--- config.mk ---
export PLATFORM = sky130hd
export DESIGN_NAME = sevenseg_capture
export DESIGN_NICKNAME = d
export VERILOG_FILES = /design/src/rtl/sevenseg_pkg.sv /design/src/rtl/sevenseg_pattern_decode.sv /design/src/rtl/sevenseg_capture.sv
export SDC_FILE = /design/constraint.sdc
export NUM_CORES = 1
export LEC_CHECK = 0
export BUFFER_PORTS_ARGS = -buffer_cell sky130_fd_sc_hd__buf_2
export CAP_MARGIN = 30
export CORE_UTILIZATION = 37
export DETAILED_ROUTE_END_ITERATION = 7
export HOLD_SLACK_MARGIN = 0.12
export SLEW_MARGIN = 25
export SYNTH_ARGS = -nofsm -noshare
export SYNTH_HDL_FRONTEND = slang
export SYNTH_SLANG_ARGS = --single-unit
--- constraint.sdc ---
create_clock -name clk -period 4.5 [get_ports clk]
set_input_delay 0.225 -clock clk [delete_from_list [all_inputs] [get_ports clk]]
set_output_delay 0.225 -clock clk [all_outputs]
set_load 0.05 [all_outputs]
--- src/rtl/sevenseg_pkg.sv ---
// Shared seven-segment constants: segment bit positions and the hex encode patterns (abcdefg order).
package sevenseg_pkg;

    localparam int SEG_A = 6;
    localparam int SEG_B = 5;
    localparam int SEG_C = 4;
    localparam int SEG_D = 3;
    localparam int SEG_E = 2;
    localparam int SEG_F = 1;
    localparam int SEG_G = 0;

    localparam logic [6:0] PAT_0 = 7'b1111110;
    localparam logic [6:0] PAT_1 = 7'b0110000;
    localparam logic [6:0] PAT_2 = 7'b1101101;
    localparam logic [6:0] PAT_3 = 7'b1111001;
    localparam logic [6:0] PAT_4 = 7'b0110011;
    localparam logic [6:0] PAT_5 = 7'b1011011;
    localparam logic [6:0] PAT_6 = 7'b1011111;
    localparam logic [6:0] PAT_7 = 7'b1110000;
    localparam logic [6:0] PAT_8 = 7'b1111111;
    localparam logic [6:0] PAT_9 = 7'b1111011;
    localparam logic [6:0] PAT_A = 7'b1110111;
    localparam logic [6:0] PAT_B = 7'b0011111;
    localparam logic [6:0] PAT_C = 7'b1001110;
    localparam logic [6:0] PAT_D = 7'b0111101;
    localparam logic [6:0] PAT_E = 7'b1001111;
    localparam logic [6:0] PAT_F = 7'b1000111;

    // Some drivers render 9 without the bottom segment.
    localparam logic [6:0] PAT_9_ALT = 7'b1110011;

endpackage

--- src/rtl/sevenseg_pattern_decode.sv ---
// Combinational segment-pattern to hex-nibble decoder; unknown patterns flag err and return 0.
module sevenseg_pattern_decode
    import sevenseg_pkg::*;
(
    input  logic [6:0] pat,
    output logic [3:0] nib,
    output logic       err
);

    always_comb begin
        nib = 4'h0;
        err = 1'b0;
        case (pat)
            PAT_0:     nib = 4'h0;
            PAT_1:     nib = 4'h1;
            PAT_2:     nib = 4'h2;
            PAT_3:     nib = 4'h3;
            PAT_4:     nib = 4'h4;
            PAT_5:     nib = 4'h5;
            PAT_6:     nib = 4'h6;
            PAT_7:     nib = 4'h7;
            PAT_8:     nib = 4'h8;
            PAT_9:     nib = 4'h9;
            PAT_9_ALT: nib = 4'h9;
            PAT_A:     nib = 4'hA;
            PAT_B:     nib = 4'hB;
            PAT_C:     nib = 4'hC;
            PAT_D:     nib = 4'hD;
            PAT_E:     nib = 4'hE;
            PAT_F:     nib = 4'hF;
            default:   err = 1'b1;
        endcase
    end

endmodule

--- src/rtl/sevenseg_capture.sv ---
// Samples a multiplexed seven-segment bus, debounces each digit and emits one hex value per scan frame.
module sevenseg_capture
    import sevenseg_pkg::*;
#(
    parameter int NUM_DIGITS    = 4,
    parameter int STABLE_CYCLES = 4,
    parameter int CNT_W         = 3
) (
    input  logic                    clk,
    input  logic                    rst_n,
    input  logic [6:0]              seg,
    input  logic [NUM_DIGITS-1:0]   dig,
    output logic [4*NUM_DIGITS-1:0] out_data,
    output logic                    out_err,
    output logic                    out_valid,
    input  logic                    out_ready,
    output logic                    overrun
);

    localparam logic [CNT_W-1:0]      CNT_MAX  = CNT_W'(STABLE_CYCLES);
    localparam logic [CNT_W-1:0]      CNT_LAST = CNT_W'(STABLE_CYCLES - 1);
    localparam logic [CNT_W-1:0]      CNT_ONE  = CNT_W'(1);
    localparam logic [NUM_DIGITS-1:0] DIG_ONE  = NUM_DIGITS'(1);

    logic [6:0]                  seg_q;
    logic [NUM_DIGITS-1:0]       dig_q;
    logic [CNT_W-1:0]            cnt;
    logic [NUM_DIGITS-1:0][3:0]  nib_q, nib_next;
    logic [NUM_DIGITS-1:0]       mask_q, mask_next;
    logic [NUM_DIGITS-1:0]       err_q, err_next;
    logic                        dig_onehot, same, capture, frame_done;
    logic [3:0]                  dec_nib;
    logic                        dec_err;

    sevenseg_pattern_decode u_dec (
        .pat (seg_q),
        .nib (dec_nib),
        .err (dec_err)
    );

    assign dig_onehot = (dig_q != '0) && ((dig_q & (dig_q - DIG_ONE)) == '0);
    assign same       = (seg == seg_q) && (dig == dig_q);
    // Fires only on the LAST->MAX step, so a long hold captures once.
    assign capture    = same && dig_onehot && (cnt == CNT_LAST);

    always_comb begin
        nib_next  = nib_q;
        mask_next = mask_q;
        err_next  = err_q;
        if (capture) begin
            for (int i = 0; i < NUM_DIGITS; i++) begin
                if (dig_q[i]) begin
                    nib_next[i]  = dec_nib;
                    err_next[i]  = dec_err;
                    mask_next[i] = 1'b1;
                end
            end
        end
    end

    assign frame_done = capture && (&mask_next);

    always_ff @(posedge clk) begin
        if (!rst_n) begin
            seg_q     <= '0;
            dig_q     <= '0;
            cnt       <= '0;
            nib_q     <= '0;
            mask_q    <= '0;
            err_q     <= '0;
            out_data  <= '0;
            out_err   <= 1'b0;
            out_valid <= 1'b0;
            overrun   <= 1'b0;
        end else begin
            seg_q <= seg;
            dig_q <= dig;
            if (same && dig_onehot) begin
                if (cnt != CNT_MAX)
                    cnt <= cnt + CNT_ONE;
            end else begin
                cnt <= '0;
            end
            nib_q <= nib_next;
            if (frame_done) begin
                mask_q <= '0;
                err_q  <= '0;
                if (!out_valid || out_ready) begin
                    out_data  <= nib_next;
                    out_err   <= |err_next;
                    out_valid <= 1'b1;
                end else begin
                    // Pending result is kept intact; the new frame is lost.
                    overrun <= 1'b1;
                end
            end else begin
                mask_q <= mask_next;
                err_q  <= err_next;
                if (out_valid && out_ready)
                    out_valid <= 1'b0;
            end
        end
    end

endmodule

==> results of run 1 <==
## what timing repair did
action,4_1_cts,5_1_grt
endpoints found under the hold margin,3,0
setup endpoints to repair,0,0
hold buffers,3,0
## synth_stat cells, drive strengths merged, types with 8 or more instances
cell type / count / area (sq um)
dfxtp: 57 / 1141
nor2: 33 / 123.9
nand2: 24 / 90.09
o21ai: 19 / 95.09
buf: 18 / 127.6
a21oi: 16 / 83.83
and2: 15 / 93.84
inv: 14 / 52.55
nand3: 12 / 60.06
nor3: 10 / 50.05
nor2b: 9 / 56.30
nand4: 8 / 56.30
xnor2: 8 / 70.07
## final cells by class
cell class | count | area [sq um] | area share, %
clock buffers | 10 | 127.6 | 4.130
clock inverters | 6 | 58.81 | 1.903
inverters | 14 | 52.55 | 1.700
multi-input cells | 223 | 1389 | 44.94
flip-flops and latches | 57 | 1141 | 36.92
well taps | 99 | 123.9 | 4.008
repair buffers | 36 | 197.7 | 6.397
## cells by family after synthesis
| family | Yosys count | synth area share (%) |
|---|---|---|
| and+or+nand+nor | 132 | 25.64 |
| AOI/OAI and AO/OA | 75 | 18.99 |
| DFF | 57 | 41.53 |
| buffers and inverters | 38 | 7.923 |
| xor gates and xnor gates | 11 | 3.780 |
| adders and majority gates | 4 | 1.731 |
| muxes | 1 | 0.4098 |
## worst paths after layout
check,to,startpoint,cells after the start
worst max-delay path,out_data[13]$_SDFFE_PN0P_,dig_q[1]$_SDFF_PN0_,6
worst min-delay path,seg_q[0]$_SDFF_PN0_,seg[0],2
worst max register to register,out_data[13]$_SDFFE_PN0P_,dig_q[1]$_SDFF_PN0_,6
worst min register to register,out_data[12]$_SDFFE_PN0P_,out_data[12]$_SDFFE_PN0P_,2
## power by group through the flow
stage	Combinational [mW]	Clock (mW)	Sequential [mW]
global placement	0.0541	0	0.539
global route	0.0634	0.493	0.529
finish	0.0565	0.460	0.528
CTS	0.0572	0.470	0.528
detailed placement	0.0550	0	0.539
floorplan	0.0556	0	0.524
## state kept, by name, indices dropped and copies added, names as in the netlist, 3 cells and up
name,count
err_q,4
cnt,3
out_data,16
mask_q,4
seg_q,7
nib_q,16
dig_q,4
## per-layer routing
metal	share of wire (%)	GRT usage, %
met1	49	21.95
met2	45	27.34
met3	4.9	4.713
met4	1.2	5.718
met5	0	0
## through the flow
step / setup WS, ns / utilization [%] / hold slack (ns)
3_3_place_gp: 2.123 / 39.84 / 0.4320
5_1_grt: 1.744 / 42.84 / 0.1293
2_1_floorplan: 2.621 / - / 0.3467
4_1_cts: 2.026 / 42.84 / 0.1206
3_5_place_dp: 2.047 / 39.84 / 0.4408
6_report: 2.053 / 42.84 / 0.1263
==> run summary, run 1 <==
status -> finished, final reports clean
Core Rows -> 31
vias in the first global route -> 2068
Worst Tran Pin Value -> 0.7544 ns
Filler Cells Inserted -> 773
Max H-tree Level -> 3
nets -> 358
combinational share of power -> 5.4%
Crit Path Class -> reg -> reg
fraction of layout cells with a size suffix above 1 -> 17.34%
number of flops mapped to enable cells by yosys -> 0
slowest cell on the critical path -> dfxtp_1
leading cell type in the layout, fill and taps excluded -> dfxtp_1
Reg power frac -> 50.6%
CP most frequent cell -> o21ai_0
Total Wirelength -> 6007 um
die area -> 0.007775 sq mm
setup_tns -> 0 ns
Clk pin slew, worst setup/hold paths -> 0.07 ns
Slew headroom -> 49.71%
global-route wire length before repair -> 10030 um
worst-path fanout max -> 15
Worst path max stage delay -> 0.65 ns
Ports -> 33
Die Wd -> 88.18 um
Yosys reg bits -> 57
CTS buffer count -> 9
1st-iter DRT viols -> 111
Worst EP arrival -> 2.70 ns
Sw Ratio -> 24.54%
initial core utilization -> 38.09%
postcts setup bufs -> 0
clk root buf -> clkbuf_8
cell area after layout -> 0.003090 sq mm
drt wl/cell -> 13.50 um
DIE HEIGHT -> 88.18 um
Clock Power Share -> 44.0%
final hold violations -> 0
Hold Path Class -> in -> reg
# setup viols final -> 0
CP Buf/Inv Count -> 0
sw power -> 0.2562 mW
# Max-Cap Violations -> 0
largest buffer count on any clock path -> 2
Pre-Repair DR Iteration Count -> 4
synthesis-to-finish area growth -> 12.48%
CP startpoint kind -> register
Final Wtd Congestion -> 0.8387
pin count of the biggest net entering global routing -> 22
final worst path period share -> 54.38%
most frequent cells in the layout -> dfxtp_1, nor2_1, buf_2
Crit. End Element -> register
Worst EP required -> 4.76 ns
# port buffers -> 32
Finished Layout Cells -> 445
Mapped Area -> 0.002748 sq mm
via count -> 2307
critical path's top delay family -> simple AND/OR/NAND/NOR gates
Pins Over Slew Limit -> 0
clk sink count -> 57
LEAKAGE -> 1.198 nW
Max VDD drop -> 247.0 uV
syn avg cell area -> 8.640 sq um
number of routed nets with antenna violations -> 0
internal power -> 0.7879 mW
sequential share of the synthesized area -> 41.53%
clock tree from TritonCTS -> built
Cells after Synth -> 318
Clock Skews -> 0.007986 ns
Ys Warns -> 0
drt drc -> 0
fmax -> 0.4087 GHz
grt ovf -> 0
number of diodes -> 0
Core ar. -> 0.007214 sq mm
RSZ-0062 raised after global routing -> false
Via density -> 5.184
fin crit period -> 2.447 ns
Post-Syn Nets -> 335
hpwl dp -> 4219 um
Yosys cell types -> 62
crit path cell chain -> o22ai_1, or2_2, nor4_1, and3_1, o21ai_0, o21ai_0
reg2reg setup slack -> 2.05 ns
pwr dens -> 337.8 mW/mm^2
Tot Pwr -> 1.044 mW
later-pin clock latency in the skew report -> 0.34 ns
FFs w/ async S/R, synth -> 0%
top_reg_cell synth -> dfxtp_1
initial antenna violation count -> 0
cells resized by post-CTS repair -> 0
GRT Total Usage -> 17.01%
Inst Count DP -> 426
placed inst area -> 0.002874 sq mm
Power figures use the tool's default switching activity.
==> run 2: changes to the inputs <==
- clock period: 4.5 -> 2 ns (I/O delays scaled with it)
==> run 2 against run 1 <==
Compared with the run above:
- power grew 150%
- critical endpoint is now nib_q[7]$_SDFF_PN0_
- worst hold slack improved by 0.10 ns
- critical path type is now in -> reg
- flip-flop and latch count is the same
- core utilization rose by 6.0 points
==> run summary, run 2 (same netlist as run 1, synthesis figures left out) <==
slowest cell on the critical path -> dlygate4sd3_1
initial antenna violation count -> 0 (unchanged)
Slew headroom -> 75.41% (+26 points)
pwr dens -> 740.5 mW/mm^2 (+120%)
Core Rows -> 31 (unchanged)
number of routed nets with antenna violations -> 0 (unchanged)
Die Wd -> 88.18 um (unchanged)
# setup viols final -> 0 (unchanged)
LEAKAGE -> 1.431 nW (+19%)
Total Wirelength -> 6421 um (+6.9%)
Hold Path Class -> in -> reg
drt drc -> 0 (unchanged)
die area -> 0.007775 sq mm (unchanged)
Max H-tree Level -> 3 (unchanged)
DIE HEIGHT -> 88.18 um (unchanged)
clk root buf -> clkbuf_8
Clk pin slew, worst setup/hold paths -> 0.07 ns (about the same)
nets -> 397 (+11%)
RSZ-0062 raised after global routing -> true
reg2reg setup slack -> 0.09 ns (-1.96 ns)
WP depth -> 10 (+4)
later-pin clock latency in the skew report -> 0.34 ns (about the same)
Reg power frac -> 44.5% (-6.1 points)
Max VDD drop -> 478.9 uV (+94%)
GRT Total Usage -> 17.94% (+0.94 points)
clock tree from TritonCTS -> built
Crit. End Element -> register
internal power -> 1.986 mW (+150%)
Pins Over Slew Limit -> 0 (unchanged)
final worst path period share -> 96.44%
Clock Power Share -> 47.4% (+3.4 points)
Crit Path Class -> in -> reg
CTS buffer count -> 9 (unchanged)
CP Buf/Inv Count -> 4 (+4)
setup_tns -> 0 ns (unchanged)
Via density -> 5.138 (-0.88%)
largest buffer count on any clock path -> 2 (unchanged)
Pre-Repair DR Iteration Count -> 6 (+2)
drt wl/cell -> 13.27 um (-1.7%)
Clock Skews -> 0.009303 ns (+0.001317 ns)
Core ar. -> 0.007214 sq mm (unchanged)
sw power -> 0.6209 mW (+140%)
global-route wire length before repair -> 10460 um (+4.3%)
status -> finished, final reports clean
critical path's top delay family -> buffers and inverters
Filler Cells Inserted -> 708 (-8.4%)
fraction of layout cells with a size suffix above 1 -> 27.27% (+9.9 points)
combinational share of power -> 8.1% (+2.7 points)
worst-path fanout max -> 5 (-10)
# port buffers -> 32 (unchanged)
Hold Crit Endpoint -> nib_q[0]$_SDFF_PN0_
biggest regs -> nib_q (16), out_data (16), seg_q (7)
crit path cell chain -> dlygate4sd3_1, buf_2, xnor2_2, nand4_1, nor3b_4, buf_4, nand4_2, buf_4, mux2_2, nor2_1
CP startpoint kind -> input port
Worst EP required -> 2.29 ns (-2.47 ns)
grt ovf -> 0 (unchanged)
Worst EP arrival -> 2.21 ns (-0.49 ns)
r2r startpoint -> seg_q[4]$_SDFF_PN0_
# Max-Cap Violations -> 0 (unchanged)
final hold violations -> 0 (unchanged)
hold depth -> 3 (+1)
leading cell type in the layout, fill and taps excluded -> dfxtp_1
pin count of the biggest net entering global routing -> 21 (-4.5%)
Worst Tran Pin Value -> 0.3657 ns (-0.3887 ns)
Final Wtd Congestion -> 0.9071 (+8.2%)
fin crit period -> 1.929 ns
number of diodes -> 0 (unchanged)
via count -> 2487 (+7.8%)
synthesis-to-finish area growth -> 28.14%
r2r endpoint -> nib_q[5]$_SDFF_PN0_
Worst path max stage delay -> 0.53 ns (-0.12 ns)
vias in the first global route -> 2188 (+5.8%)
Sw Ratio -> 23.81% (-0.73 points)
Tot Pwr -> 2.607 mW (+150%)
initial core utilization -> 38.09% (unchanged)
fmax -> 0.5185 GHz
Ports -> 33 (unchanged)
CP most frequent cell -> buf_4
clk sink count -> 57 (unchanged)
1st-iter DRT viols -> 158 (+42%)
hpwl dp -> 4417 um (+4.7%)
cell count of the worst reg-to-reg path -> 7 (+1)
hold path start -> rst_n
most frequent cells in the layout -> dfxtp_1, nor2_1, buf_2
-- run 2: cell count changes in the layout (fill, tap and decap cells not counted), sizes merged --
| cell | before | now |
|---|---|---|
| buf | 33 | 63 |
| dlygate4sd3 | 3 | 12 |
| inv | 14 | 15 |
| clkinvlp | 0 | 1 |
| bufinv | 1 | 2 |
| clkinv | 5 | 2 |
-- run 2: through the flow --
step	util, %	std cells	setup WS, ns	instance area (sq um)	hold WS [ns]
2_1_floorplan	-	318	0.1209	2748	0.2217
3_3_place_gp	42.72	452	0.1007	3082	0.3310
3_5_place_dp	42.72	452	0.06298	3082	0.3355
4_1_cts	47.54	480	0.02748	3430	0.2137
5_1_grt	48.80	484	-0.04604	3521	0.2338
6_report	48.80	484	0.07118	3521	0.2302
-- run 2: worst max path at each step --
stage	from	to	slack, ns
2_1_floorplan	dig_q[1]$_SDFF_PN0_	out_data[1]$_SDFFE_PN0P_	0.12
3_3_place_gp	dig_q[1]$_SDFF_PN0_	out_data[2]$_SDFFE_PN0P_	0.10
3_5_place_dp	dig_q[0]$_SDFF_PN0_	out_data[12]$_SDFFE_PN0P_	0.06
4_1_cts	seg[6]	out_data[12]$_SDFFE_PN0P_	0.03
5_1_grt	seg[2]	out_data[2]$_SDFFE_PN0P_	-0.05
6_report	seg[4]	nib_q[7]$_SDFF_PN0_	0.07
-- run 2: layout make-up --
class	instances	area (sq um)	share of cell area (%)
clock buffers	10	137.6	3.909
clock inverters	6	90.09	2.559
inverters	14	52.55	1.493
repair buffers	75	536.8	15.25
flip-flops and latches	57	1149	32.62
multi-input cells	223	1431	40.65
well taps	99	123.9	3.518
-- run 2: layer usage --
| metal | share of wire (%) | global-route usage [%] |
|---|---|---|
| met5 | 0 | 0 |
| met4 | 1.5 | 7.478 |
| met3 | 6.5 | 5.278 |
| met2 | 45 | 27.48 |
| met1 | 47 | 23.52 |
-- run 2: worst min-delay path: stages --
cell     delay [ns]
buf_2          0.12
buf_4          0.20
o211a_1        0.12
-- run 2: what timing repair did --
item | CTS | global route
hold endpoints to repair | 13 | 0
buffers inserted | 0 | 4
hold buffers | 12 | 0
resized for setup | 0 | 20
endpoints found under the setup margin | 0 | 32
-- run 2: power by group through the flow --
stage	clock network [mW]	logic (mW)	registers (mW)
after global placement	0	0.181	1.18
after global routing	1.32	0.231	1.16
after detailed placement	0	0.182	1.18
final	1.23	0.212	1.16
after CTS	1.27	0.200	1.16
after floorplan	0	0.125	1.18
